[src/rtl/divide_fix_issue_collect.sv]
// divide_fix_issue_collect: issues dividend/divisor pairs to an in-order
// fixed-point divider and collects its non-backpressured results into a FIFO.
// A credit counter bounds in-flight plus buffered results, so every result
// coming back from the divider always has a free slot.
// Optional feature macro: DIVIDE_FIX_DZ_DETECT_EN (divide-by-zero flag path).
module divide_fix_issue_collect #(
  parameter int DIVIDEND_W = 40,
  parameter int DIVISOR_W  = 8,
  parameter int RESULT_W   = 64,
  parameter int TAG_W      = 4,
  parameter int FIFO_DEPTH = 16
) (
  input  logic                          aclk,
  input  logic                          aresetn,
  input  logic                          s_req_tvalid,
  output logic                          s_req_tready,
  input  logic [DIVIDEND_W-1:0]         s_req_dividend,
  input  logic [DIVISOR_W-1:0]          s_req_divisor,
  input  logic [TAG_W-1:0]              s_req_tuser,
  output logic                          div_a_tvalid,
  output logic                          div_b_tvalid,
  output logic [DIVIDEND_W-1:0]         div_a_tdata,
  output logic [DIVISOR_W-1:0]          div_b_tdata,
  input  logic                          div_result_tvalid,
  input  logic [RESULT_W-1:0]           div_result_tdata,
  output logic                          m_res_tvalid,
  input  logic                          m_res_tready,
  output logic [RESULT_W-1:0]           m_res_tdata,
  output logic [TAG_W-1:0]              m_res_tuser,
  output logic                          m_res_dz,
  output logic [$clog2(FIFO_DEPTH):0]   credits,
  output logic                          err_unexpected
);
  localparam int AW = $clog2(FIFO_DEPTH);
  localparam int CW = AW + 1;

  logic [CW-1:0]         credits_q, credits_d;
  logic                  div_v_q;
  logic [DIVIDEND_W-1:0] div_a_q;
  logic [DIVISOR_W-1:0]  div_b_q;
  logic                  err_q;
  logic                  issue, pop, collect, sb_empty;

  // Sideband FIFO: tag (and dz) of requests whose results are still pending
  logic [TAG_W-1:0] sb_tag_mem [FIFO_DEPTH];
  logic [AW-1:0]    sb_wr_q, sb_rd_q;
  logic [CW-1:0]    sb_cnt_q;

  // Result FIFO: collected results waiting for the downstream consumer
  logic [RESULT_W-1:0] rs_data_mem [FIFO_DEPTH];
  logic [TAG_W-1:0]    rs_tag_mem  [FIFO_DEPTH];
  logic [AW-1:0]       rs_wr_q, rs_rd_q;
  logic [CW-1:0]       rs_cnt_q;

  assign s_req_tready   = aresetn && (credits_q != '0);
  assign issue          = s_req_tvalid && s_req_tready;
  assign sb_empty       = (sb_cnt_q == '0);
  assign collect        = div_result_tvalid && !sb_empty;
  assign m_res_tvalid   = (rs_cnt_q != '0);
  assign pop            = m_res_tvalid && m_res_tready;
  assign credits        = credits_q;
  assign div_a_tvalid   = div_v_q;
  assign div_b_tvalid   = div_v_q;
  assign div_a_tdata    = div_a_q;
  assign div_b_tdata    = div_b_q;
  assign err_unexpected = err_q;
  // Head is gated by valid so outputs read zero whenever the FIFO is empty
  assign m_res_tdata    = m_res_tvalid ? rs_data_mem[rs_rd_q] : '0;
  assign m_res_tuser    = m_res_tvalid ? rs_tag_mem[rs_rd_q]  : '0;

  // Credit next state: issue takes one, output handshake returns one
  always_comb begin
    credits_d = credits_q;
    if (issue && !pop)      credits_d = credits_q - CW'(1);
    else if (!issue && pop) credits_d = credits_q + CW'(1);
  end

  // Credit register and sticky unexpected-result flag
  always_ff @(posedge aclk or negedge aresetn) begin
    if (!aresetn) begin
      credits_q <= CW'(FIFO_DEPTH);
      err_q     <= 1'b0;
    end else begin
      credits_q <= credits_d;
      if (div_result_tvalid && sb_empty) err_q <= 1'b1;
    end
  end

  // Operand register: one-cycle valid pulse per accepted request
  always_ff @(posedge aclk or negedge aresetn) begin
    if (!aresetn) begin
      div_v_q <= 1'b0;
      div_a_q <= '0;
      div_b_q <= '0;
    end else begin
      div_v_q <= issue;
      if (issue) begin
        div_a_q <= s_req_dividend;
        div_b_q <= s_req_divisor;
      end
    end
  end

  // FIFO pointers and occupancy for both FIFOs
  always_ff @(posedge aclk or negedge aresetn) begin
    if (!aresetn) begin
      sb_wr_q  <= '0;
      sb_rd_q  <= '0;
      sb_cnt_q <= '0;
      rs_wr_q  <= '0;
      rs_rd_q  <= '0;
      rs_cnt_q <= '0;
    end else begin
      if (issue)   sb_wr_q <= sb_wr_q + AW'(1);
      if (collect) sb_rd_q <= sb_rd_q + AW'(1);
      sb_cnt_q <= sb_cnt_q + CW'(issue) - CW'(collect);
      if (collect) rs_wr_q <= rs_wr_q + AW'(1);
      if (pop)     rs_rd_q <= rs_rd_q + AW'(1);
      rs_cnt_q <= rs_cnt_q + CW'(collect) - CW'(pop);
    end
  end

  // FIFO storage; credits guarantee neither FIFO is written while truly full
  always_ff @(posedge aclk) begin
    if (issue) sb_tag_mem[sb_wr_q] <= s_req_tuser;
    if (collect) begin
      rs_data_mem[rs_wr_q] <= div_result_tdata;
      rs_tag_mem[rs_wr_q]  <= sb_tag_mem[sb_rd_q];
    end
  end

`ifdef DIVIDE_FIX_DZ_DETECT_EN
  logic sb_dz_mem [FIFO_DEPTH];
  logic rs_dz_mem [FIFO_DEPTH];

  // dz travels alongside the tag through both FIFOs
  always_ff @(posedge aclk) begin
    if (issue)   sb_dz_mem[sb_wr_q] <= (s_req_divisor == '0);
    if (collect) rs_dz_mem[rs_wr_q] <= sb_dz_mem[sb_rd_q];
  end

  assign m_res_dz = m_res_tvalid ? rs_dz_mem[rs_rd_q] : 1'b0;
`else
  assign m_res_dz = 1'b0;
`endif

endmodule

[config.mk]
export PLATFORM = sky130hd
export DESIGN_NAME = divide_fix_issue_collect
export DESIGN_NICKNAME = d
export VERILOG_FILES = /design/src/rtl/divide_fix_issue_collect.sv
export SDC_FILE = /design/constraint.sdc
export NUM_CORES = 1
export LEC_CHECK = 0
export CAP_MARGIN = 20
export CORE_MARGIN = 3
export CORE_UTILIZATION = 45
export DETAILED_ROUTE_END_ITERATION = 10
export PLACE_DENSITY = 0.75
export SYNTH_ARGS = -nofsm -noshare
export SYNTH_HDL_FRONTEND = slang
export SYNTH_SLANG_ARGS = --single-unit
[constraint.sdc]
create_clock -name aclk -period 4.3 [get_ports aclk]
set_input_delay 1.29 -clock aclk [delete_from_list [all_inputs] [get_ports aclk]]
set_output_delay 1.29 -clock aclk [all_outputs]
set_load 0.02 [all_outputs]
## Word level (Yosys, flattened, before mapping)

Memory sizes are Yosys's and may differ from the RTL's.
Index checks and enable logic that the tools add are counted.

| word-level totals | value |
|---|---|
| bits in registers | 81 |
| RAM bits | 1152 |
| output and inout bits | 127 |
| word-level logic and storage cells | 46 |
| memories | 3 |
| input bits | 121 |

Memories:

| memory | depth | bits a word | read ports | clocked after Yosys merged registers in | write ports | RTL line | text |
|---|---|---|---|---|---|---|---|
| rs_data_mem | 16 | 64 | 1 | 0 | 1 | 50 | `logic [RESULT_W-1:0] rs_data_mem [FIFO_DEPTH];` |
| rs_tag_mem | 16 | 4 | 1 | 0 | 1 | 51 | `logic [TAG_W-1:0] rs_tag_mem [FIFO_DEPTH];` |
| sb_tag_mem | 16 | 4 | 1 | 0 | 1 | 45 | `logic [TAG_W-1:0] sb_tag_mem [FIFO_DEPTH];` |

| cells by class | value |
|---|---|
| reduce and logical (&&, ||, !) cells | 14 |
| add/sub/neg operators | 10 |
| mux-type cells | 8 |

Operators with widths:

| kind | count |
|---|---|
| 64-bit 2-to-1 mux | 1 |
| 4-bit by 1-bit adder with 4-bit output (second input constant) | 4 |
| 5-bit by 1-bit adder with 5-bit output | 2 |
| 5-bit 2-to-1 mux | 2 |
| 5-bit nonzero test | 2 |
| 5-bit by 1-bit subtractor with 5-bit output | 2 |
| 1-bit logical AND | 7 |
| 5-bit by 1-bit adder with 5-bit output (second input constant) | 1 |
| 5-bit logical NOT | 1 |
| 5-bit by 1-bit subtractor with 5-bit output (second input constant) | 1 |
| 1-bit 2-to-1 mux | 4 |
| 4-bit 2-to-1 mux | 1 |
| 1-bit logical NOT | 3 |
| 2-bit nonzero test | 1 |

## Logic depth before layout (Yosys ltp)

| depth | value |
|---|---|
| depth after elaboration | 7 |
| gate-level depth with buffers | 15 |

## Worst setup path before layout

Ideal clock, no wire load.

| timing | value |
|---|---|
| path kind | in2reg |
| start point | input port div_result_tvalid |
| end point | memory rs_data_mem[13][0], enable pin |
| cell stages on the path | 4 |
| arrival time | 3.523 ns |
| path slack | 0.345 ns |
| cells stage by stage | nand2b_1 inv_1 clkbuf_1 and4_1 |

| between the ends | value |
|---|---|
| cells in the longest elaborated chain, start to end | 3 |

Ends and longest elaborated chain:

| item | RTL line | text |
|---|---|---|
| start, declared | 24 | `input logic div_result_tvalid,` |
| 1-bit logical AND | 58 | `assign collect = div_result_tvalid && !sb_empty;` |
| via collect | 42 | `logic issue, pop, collect, sb_empty;` |
| 1-bit 2-to-1 mux | 126 | `if (collect) begin` |
| 1-bit 2-to-1 mux (not written as such) | 127 | `rs_data_mem[rs_wr_q] <= div_result_tdata;` |
| end, declared | 50 |  |

The timed path passes the listed nets, and every way through them passes these cells.

## Final worst setup path

| timing | value |
|---|---|
| start point | register rs_rd_q[0] |
| end point | output port m_res_tdata[54] |

| between the ends | value |
|---|---|
| cells in the longest elaborated chain, start to end | 2 |

Ends and longest elaborated chain:

| item | RTL line | text |
|---|---|---|
| start, declared | 52 | `logic [AW-1:0] rs_wr_q, rs_rd_q;` |
| start signal, assigned | 118 | `if (pop) rs_rd_q <= rs_rd_q + AW'(1);` |
| memory 16 x 64 bit | n/a |  |
| 64-bit 2-to-1 mux | 68 | `assign m_res_tdata = m_res_tvalid ? rs_data_mem[rs_rd_q] : '0;` |
| end, declared | 28 | `output logic [RESULT_W-1:0] m_res_tdata,` |

No other way between the ends.

==> run summary <==
mux cell area share after synthesis -> 15.9%
Cells after Synth -> 2335
clock buffer depth -> 3
RSZ-0062 raised after global routing -> true
Place WS -> 0.127 ns
Register Area -> 36600 um^2
Yosys warnings -> 0
Max VDD drop -> 0.000412 V
Row Count -> 118
Power Density -> 690 nW/um^2
effective utilization at floorplan -> 45.8%
average size of a mapped cell -> 20.5 um^2
largest net degree at the start of global routing -> 82
Unique masters post-synth -> 45
sequential-to-total area share from yosys stat -> 76.5%
initial antenna violation count -> 11
# port buffers -> 246
TritonCTS buffer count -> 119
Final ANT Viol Nets -> 0
remaining global-route overflow -> 0
All-Layer GR Usage -> 20.8%
post-DP HPWL -> 64200 um
Worst Skew -> 0.0166 ns
Area growth syn-to-layout -> 20.9%
routed via count -> 24421
gp weighted congestion -> 0.804
global-route wire length before repair -> 170000 um
post-synth top area share -> 72.3%
post-synthesis adder-cell area fraction -> 0.764%
Final setup viols -> 2
Residual DRC -> 0
CTS HTree Levels -> 3
post-synthesis async set-or-reset flop share -> 6.57%
ratio of cells with drive above 1 in the final layout -> 24.0%
EDFF count, synth -> 1152
CP startpoint kind -> flip-flop
switching share of power -> 32.2%
violated checks -> negative setup slack
max-cap viol count -> 0
Ports -> 248
DP Area -> 52900 um^2
Setup CP Type -> flip-flop to output port
WL per Instance -> 27.8 um
Die Ht -> 332 um
Psw -> 12.9 mW
Post-Syn Area -> 47800 um^2
clock-pin slew on the worst setup and hold paths -> 0.06 ns
#FFs+latches synth -> 1233
die area -> 110000 um^2
clk_lat worst skew -> 0.70 ns
CTS Sinks -> 1233
vias in the first global route -> 25537
Final min period -> 4.32 ns
compound-cell area share of the yosys netlist -> 2.12%
area taken by multi-input logic gates -> 10900 um^2
Int Pwr -> 27.1 mW
sequential power share -> 38.4%
cell area after layout -> 57900 um^2
Combinational Power Share -> 36.0%
final WL -> 117000 um
final setup margin -> -0.0195 ns
Crit. End Element -> output port
Clock Power Share -> 25.6%
worst relative slew slack -> 47.1%
cell taking the most area after synthesis -> edfxtp_1
ys flop type -> edfxtp_1
nets@finish -> 2869
Core Util, Final -> 55.4%
core area -> 105000 um^2
cts hold-fix bufs -> 0
Slew Viols, Final -> 0
run status -> complete, but fails checks
leak pwr -> 19.6 nW
Synth Area in XOR/XNOR -> 0.458%
Crit Path Max Fanout -> 14
Vias per Instance -> 5.81
Die Span X -> 332 um
Post-synth top cells -> edfxtp_1, mux4_2, mux2i_1, nand2_1, dfrtp_1
Critical Path AT -> 3.03 ns
Pre-Repair DR Iteration Count -> 5
Slew @ Worst Pin -> 0.794 ns
Crit path required time -> 3.01 ns
Hold WC Path Type -> flip-flop to flip-flop
TNS Setup -> -0.0232 ns
Final Hold Viols -> 0
Root Driver -> clkbuf_16
count leader, synth -> edfxtp_1
initial DRC count -> 2503
TritonCTS clock tree -> built
top cells by area, synth -> edfxtp_1, mux4_2, dfrtp_1
Final Power -> 39.9 mW
main combinational cell family by area after synthesis -> multiplexers
Fmax -> 232 MHz
fillers -> 7656
Simple-Gate Fraction of Synth Area -> 2.69%
syn nets -> 2484
fin crit share -> 100%
==> flip-flops by register name, indices dropped and copies added, names as in the netlist, 4 cells and up <==
name,count
rs_wr_q,4
sb_tag_mem,64
rs_tag_mem,64
credits,5
rs_cnt_q,5
div_b_tdata,8
sb_cnt_q,5
rs_data_mem,1024
sb_wr_q,4
rs_rd_q,4
div_a_tdata,40
sb_rd_q,4
==> cells by family after synthesis <==
kind of cell / Yosys count
mux: 453
simple gates: 287
fa+ha+maj: 28
buf+inv: 155
xor+xnor: 25
other cells: 1
flops: 1233
compound gates: 153
==> cells in the final DEF, fill, tap and decap left out, drive strengths merged, types with 26 or more instances in the layout <==
cell	count
nand2	190
dfrtp	80
clkinv	54
dlygate4sd2	47
buf	145
o21ai	45
clkbuf	154
clkdlybuf4s50	177
mux2i	193
ha	26
inv	26
o22ai	44
mux4	244
edfxtp	1152
==> path summary, 6_finish.rpt <==
check,from,endpoint,slack [ns],cells after the start
max in group asynchronous,aresetn,div_b_tdata[7],3.01,3
worst max-delay path,rs_rd_q[0],m_res_tdata[54],-0.02,7
worst min register to register,err_unexpected,err_unexpected,0.46,1
worst max register to register,rs_cnt_q[3],credits[4],1.00,12
worst min-delay path,err_unexpected,err_unexpected,0.46,1
min in group asynchronous,aresetn,div_a_tdata[7],0.67,2
==> power groups by stage <==
stage	clock network [mW]	registers, mW	logic [mW]
after floorplan	0	15.4	8.05
after global placement	0	15.5	13.0
after detailed placement	0	15.6	13.2
after global routing	10.9	15.4	15.2
after CTS	10.4	15.3	13.8
final	10.2	15.3	14.4
==> through the flow <==
| step | instances | hold slack [ns] |
|---|---|---|
| after floorplan | 2335 | 0.458 |
| after global placement | 3940 | 0.442 |
| after detailed placement | 3940 | 0.447 |
| after CTS | 4179 | 0.464 |
| after global routing | 4200 | 0.493 |
| final | 4201 | 0.459 |
==> cell type report <==
class                      instances  area share, %
clock inverter                    74           1.26
tap                             1380           2.98
multi-input combinational        948           18.9
timing repair buffer             394           8.00
sequential                      1233           63.3
antenna                            6         0.0259
inverter                          24          0.160
clock buffer                     142           5.38
==> critical path, cell delays in order (launching register included) <==
cell and delay, ns:
dfrtp_4 0.46, buf_12 0.16, buf_16 0.19, buf_4 0.19
mux4_2 0.51, mux2i_1 0.32, o22ai_1 0.15, dlygate4sd2_1 0.34
==> metal layers <==
metal	routed length, um	track usage, %
met4	2960	6.10
met5	63	0
met3	9540	4.80
met2	59700	34.9
met1	44700	27.2
==> timing repair <==
item                                   in CTS  in global routing
pin swaps                                   1                  0
endpoints found under the hold margin       0                  0
resized for setup                         123                 49
cloned                                      6                  8
buffers inserted                           17                  6
setup endpoints to repair                  68                 45
(Power assumes the default switching activity.)
